==> config.mk <==
export PLATFORM = sky130hd
export DESIGN_NAME = dwt97_transpose
export DESIGN_NICKNAME = d
export VERILOG_FILES = /design/src/rtl/dwt97_transpose.sv
export SDC_FILE = /design/constraint.sdc
export NUM_CORES = 1
export LEC_CHECK = 0
export BUFFER_PORTS_ARGS = -buffer_cell sky130_fd_sc_hd__clkbuf_2
export CAP_MARGIN = 20
export CORE_ASPECT_RATIO = 1.2
export CORE_MARGIN = 2
export CORE_UTILIZATION = 46
export DETAILED_ROUTE_END_ITERATION = 8
export PLACE_DENSITY = 0.67
export SETUP_SLACK_MARGIN = 0.4
export SLEW_MARGIN = 20
export SYNTH_ARGS = -nofsm -noshare
export SYNTH_HDL_FRONTEND = slang
export SYNTH_SLANG_ARGS = --single-unit
export TNS_END_PERCENT = 50
==> constraint.sdc <==
create_clock -name clk_i -period 2.25 [get_ports clk_i]
set_input_delay 0.45 -clock clk_i [delete_from_list [all_inputs] [get_ports clk_i]]
set_output_delay 0.45 -clock clk_i [all_outputs]
set_load 0.03 [all_outputs]
==> src/rtl/dwt97_transpose.sv <==
// 2x2 tile transpose between the horizontal and vertical DWT 9/7 lifting stages.
// Word pairs {A,B} are the rows of a tile. They leave as columns {b_lo,a_lo} then {b_hi,a_hi}.
module dwt97_transpose #(
    parameter int DataWidth = 16
) (
    input  logic                   clk_i,
    input  logic                   rst_i,
    output logic                   s_ready_o,
    input  logic                   s_valid_i,
    input  logic                   s_sof_i,
    input  logic                   s_eol_i,
    input  logic [2*DataWidth-1:0] s_data_i,
    input  logic                   m_ready_i,
    output logic                   m_valid_o,
    output logic                   m_sof_o,
    output logic                   m_eol_o,
    output logic [2*DataWidth-1:0] m_data_o
);

    localparam int W2 = 2 * DataWidth;

    logic          run_q;
    logic          h_valid_q;
    logic          h_sof_q;
    logic [W2-1:0] h_data_q;
    logic [W2-1:0] o0_q;
    logic [W2-1:0] o1_q;
    logic          o0_sof_q;
    logic          o0_eol_q;
    logic          o1_eol_q;
    logic [1:0]    out_count_q;

    logic s_fire;
    logic m_fire;
    logic tile_load;

    // h_valid_q doubles as the phase bit: set means the next word is the odd (B) row.
    // The odd-phase ready looks through to m_ready_i so a pop and a reload can share one edge.
    assign s_ready_o = run_q && (!h_valid_q || (out_count_q == 2'd0) ||
                                 ((out_count_q == 2'd1) && m_ready_i));
    assign m_valid_o = (out_count_q != 2'd0);
    assign m_data_o  = o0_q;
    assign m_sof_o   = o0_sof_q;
    assign m_eol_o   = o0_eol_q;

    assign s_fire    = s_valid_i && s_ready_o;
    assign m_fire    = m_valid_o && m_ready_i;
    // An odd-phase sof word restarts the tile instead of completing it.
    assign tile_load = s_fire && h_valid_q && !s_sof_i;

    always_ff @(posedge clk_i or negedge rst_i) begin
        if (!rst_i) begin
            run_q       <= 1'b0;
            h_valid_q   <= 1'b0;
            h_sof_q     <= 1'b0;
            h_data_q    <= '0;
            o0_q        <= '0;
            o1_q        <= '0;
            o0_sof_q    <= 1'b0;
            o0_eol_q    <= 1'b0;
            o1_eol_q    <= 1'b0;
            out_count_q <= 2'd0;
        end else begin
            run_q <= 1'b1;

            if (s_fire) begin
                if (!h_valid_q || s_sof_i) begin
                    h_valid_q <= 1'b1;
                    h_sof_q   <= s_sof_i;
                    h_data_q  <= s_data_i;
                end else begin
                    h_valid_q <= 1'b0;
                    h_sof_q   <= 1'b0;
                end
            end

            if (tile_load) begin
                o0_q        <= {s_data_i[DataWidth-1:0], h_data_q[DataWidth-1:0]};
                o1_q        <= {s_data_i[W2-1:DataWidth], h_data_q[W2-1:DataWidth]};
                o0_sof_q    <= h_sof_q;
                o0_eol_q    <= 1'b0;
                o1_eol_q    <= s_eol_i;
                out_count_q <= 2'd2;
            end else if (m_fire) begin
                o0_q        <= o1_q;
                o0_sof_q    <= 1'b0;
                o0_eol_q    <= (out_count_q == 2'd2) ? o1_eol_q : 1'b0;
                out_count_q <= out_count_q - 2'd1;
            end
        end
    end

endmodule

==> metrics.txt <==
# TYPE chip_impl_metric gauge
chip_impl_info{name="outcome",value="finished, final reports clean"} 1
chip_impl_info{name="leading_cell_type_in_the_layout_fill_and_taps_excluded",value="mux2_2"} 1
chip_impl_metric{name="die_height",unit="µm"} 111
chip_impl_info{name="dominant_combinational_cell_family_by_area_after_synthesis",value="multiplexers"} 1
chip_impl_metric{name="grt_first_pass_wirelength",unit="mm"} 13.4
chip_impl_metric{name="setup-violations-final",unit=""} 0
chip_impl_metric{name="sinks_on_clock_net",unit=""} 104
chip_impl_metric{name="worstPathArrival",unit="ns"} 1.42
chip_impl_metric{name="timing.setup.tns",unit="ns"} 0
chip_impl_info{name="critPathCaptureType",value="output port"} 1
chip_impl_info{name="grt_setup_unrepaired",value="yes"} 1
chip_impl_metric{name="post-place-ws",unit="ns"} 0.301
chip_impl_metric{name="power.leakage",unit="nW"} 2.49
chip_impl_metric{name="antenna_cells",unit=""} 0
chip_impl_metric{name="fin_util",unit="%"} 57.2
chip_impl_metric{name="final_nets",unit=""} 405
chip_impl_metric{name="hold_violations",unit=""} 0
chip_impl_metric{name="post-route-min-period",unit="ns"} 1.87
chip_impl_metric{name="antenna_violating_nets_post_route",unit=""} 0
chip_impl_metric{name="synth_compound_area_share",unit="%"} 1.93
chip_impl_metric{name="ioPinCount",unit=""} 74
chip_impl_metric{name="synth_adder_area_share",unit="%"} 0.853
chip_impl_metric{name="core.rowCount",unit=""} 39
chip_impl_metric{name="critical_path.max_fanout",unit=""} 5
chip_impl_metric{name="number_of_library_cell_types_mapped_by_synthesis",unit=""} 24
chip_impl_metric{name="fillCellCount",unit=""} 777
chip_impl_metric{name="grt_overflow",unit=""} 0
chip_impl_metric{name="finalWeightedCongestion",unit=""} 0.716
chip_impl_info{name="critPathLaunch",value="out_count_q[0]"} 1
chip_impl_metric{name="slowest_delay",unit="ns"} 0.42
chip_impl_metric{name="clock.fmax",unit="MHz"} 536
chip_impl_metric{name="grt_use_total",unit="%"} 16.7
chip_impl_info{name="crit-reg2reg-launch",value="out_count_q[1]"} 1
chip_impl_info{name="start_kind",value="flip-flop"} 1
chip_impl_metric{name="numPortBuffers",unit=""} 73
chip_impl_metric{name="route.detailed.drc",unit=""} 0
chip_impl_metric{name="tritoncts_buffers",unit=""} 9
chip_impl_metric{name="synth_cells",unit=""} 278
chip_impl_metric{name="die_width",unit="µm"} 93.3
chip_impl_metric{name="slew_headroom",unit="%"} 63.1
chip_impl_metric{name="numPlacedInstances",unit=""} 469
chip_impl_metric{name="fp.coreArea",unit="µm²"} 9420
chip_impl_metric{name="synthSimpleGateAreaFrac",unit="%"} 1.28
chip_impl_info{name="path_class",value="reg -> out"} 1
chip_impl_info{name="most-common-layout-cells",value="mux2_2, dfrtp_1, clkbuf_2"} 1
chip_impl_metric{name="worst-slew-pin-transition",unit="ns"} 0.553
chip_impl_metric{name="largest_net_degree_at_the_start_of_global_routing",unit=""} 105
chip_impl_metric{name="synthXorXnorAreaFrac",unit="%"} 0.199
chip_impl_metric{name="power.density",unit="nW/µm²"} 1450
chip_impl_metric{name="critical_path_required",unit="ns"} 1.80
chip_impl_metric{name="place_hpwl",unit="mm"} 5.06
chip_impl_metric{name="worst_skew_pair.late_latency",unit="ns"} 0.34
chip_impl_metric{name="post_drt_via_cell_ratio",unit=""} 5.05
chip_impl_info{name="worst_path_max_delay_cell",value="dfrtp_1"} 1
chip_impl_metric{name="fin_cells",unit=""} 492
chip_impl_metric{name="synthesis.area",unit="µm²"} 4400
chip_impl_metric{name="clk_transition_reported_paths",unit="ns"} 0.06
chip_impl_metric{name="synthesis.yosys.warnings",unit=""} 0
chip_impl_info{name="tritoncts",value="yes"} 1
chip_impl_metric{name="dr.first_iter.drc_count",unit=""} 77
chip_impl_metric{name="fraction_of_final_layout_cells_sized_beyond_drive_strength_1",unit="%"} 65.3
chip_impl_metric{name="start_util",unit="%"} 46.8
chip_impl_metric{name="grt_pass1_vias",unit=""} 2680
chip_impl_info{name="root_buffer",value="clkbuf_16"} 1
chip_impl_metric{name="final-max-slew-violation-count",unit=""} 0
chip_impl_metric{name="layout-area-overhead-vs-synth",unit="%"} 22.3
chip_impl_metric{name="num_vias",unit=""} 2485
chip_impl_metric{name="fp.dieArea",unit="µm²"} 10400
chip_impl_metric{name="timing.clock.skew",unit="ns"} 0.00920
chip_impl_metric{name="synth_seq_area_share",unit="%"} 59.1
chip_impl_metric{name="hold-worst-slack",unit="ns"} 0.162
chip_impl_info{name="cell_by_cell_listing_of_the_critical_path",value="inv_2 -> ha_4 -> nor2b_4 -> a21boi_2 -> clkbuf_8"} 1
chip_impl_metric{name="power.ir.vdd_worst",unit="V"} 0.000784
chip_impl_metric{name="synthesized_nets",unit=""} 319
chip_impl_info{name="holdCritPathClass",value="in -> async"} 1
chip_impl_metric{name="min_period_over_period",unit="%"} 82.9
chip_impl_metric{name="setup_ws",unit="ns"} 0.385
chip_impl_metric{name="grt_antenna_before_repair",unit=""} 0
chip_impl_metric{name="cts-root-to-sink-buffers",unit=""} 2
chip_impl_metric{name="synth_area_per_cell",unit="µm²"} 15.8
chip_impl_metric{name="wire_per_inst",unit="µm"} 16.2
chip_impl_metric{name="cap_viol_max_count",unit=""} 0
chip_impl_metric{name="yosys-mux-area-fraction",unit="%"} 33.4
chip_impl_metric{name="route.final.wire_length",unit="mm"} 7.96
chip_impl_metric{name="drt_pass1_iterations",unit=""} 4
chip_impl_metric{name="clock_tree.htree_level_count",unit=""} 3
chip_impl_metric{name="ys_ff_latch",unit=""} 104
## layer usage
layer / up-vias / track usage (%) / part of all wire, %
met5: - / 0 / 0
met4: 0 / 6.37 / 1.7
met3: 8 / 4.49 / 5.0
met2: 50 / 26.6 / 50
met1: 1267 / 21.7 / 43
li1: 1160 / - / -
## metrics by stage
step | cell area (µm²) | power, W
3_5_place_dp | 4950 | 0.00615
5_1_grt | 5380 | 0.00831
4_1_cts | 5330 | 0.00784
3_3_place_gp | 4950 | 0.00605
6_report | 5380 | 0.00782
2_1_floorplan | 4400 | 0.00539
## what timing repair did
item | in CTS | in global routing
gates resized for setup | 11 | 5
buffers inserted | 2 | 4
cloned | 1 | 0
pin swaps | 1 | 2
setup endpoints to repair | 93 | 80
hold buffers | 0 | 0
## path summary, 6_finish.rpt
check / end / slack (ns) / cells past startpoint
min: h_data_q[18] / 0.16 / 2
max: s_ready_o / 0.38 / 5
max reg2reg: o1_q[8] / 0.45 / 6
max in group asynchronous: h_data_q[27] / 1.66 / 2
min in group clk_i: o1_eol_q / 0.35 / 2
min reg2reg: h_data_q[8] / 0.49 / 1
## worst max-delay path: cells and delay by family, from the launching register on
kind,cells,cell delay [ns]
buffers and inverters,2,0.29
AND/OR/NAND/NOR,1,0.06
adder cells (fa/ha/maj),1,0.17
AO/OA/AOI/OAI,1,0.15
flip-flops,1,0.42
## logic make-up after synthesis
family / count (synthesis)
compound gates: 8
xor+xnor: 1
fa+ha+maj: 3
buf+inv: 19
flops: 104
mux: 131
other cells: 1
simple gates: 11
## report_power, final
part,total [W],switching (W),leakage (nW),internal [W]
registers,0.00323,0.000441,1.26,0.00278
clock network,0.00155,0.000659,0.143,0.000896
logic,0.00304,0.00146,1.09,0.00158
## layout make-up
cell class / count / area (µm²) / share of cell area [%]
clock buffer: 12 / 246 / 4.58
clock inverter: 4 / 51.3 / 0.953
inverter: 5 / 18.8 / 0.349
multi-input combinational: 155 / 1720 / 32.0
sequential: 104 / 2600 / 48.3
tap: 123 / 154 / 2.86
timing repair buffer: 89 / 591 / 11.0
## Yosys cell counts
library cell	n	area share (%)
inv_1	5	0.43
a221oi_4	1	0.60
o21a_1	1	0.17
o2111ai_2	1	0.34
o211ai_1	1	0.17
ha_1	3	0.85
and2_1	2	0.28
buf_2	1	0.11
o2111a_1	1	0.26
nand2b_1	1	0.14
xnor2_1	1	0.20
mux2_1	2	0.51
nand4_1	1	0.14
mux2_2	127	32
nand2_1	5	0.43
buf_6	4	1.0
mux2i_1	2	0.45
conb_1	1	0.085
dfrtp_1	104	59
a21boi_0	1	0.17
nor2_1	1	0.085
a21oi_1	2	0.23
nor2b_2	1	0.20
buf_4	9	1.5
## flip-flops by register name (all words and copies together) (netlist names), 2 cells and up
register / flops
h_data_q: 32
m_data_o: 32
o1_q: 32
out_count_q: 2
No activity file was read; power rests on OpenSTA's default activity.
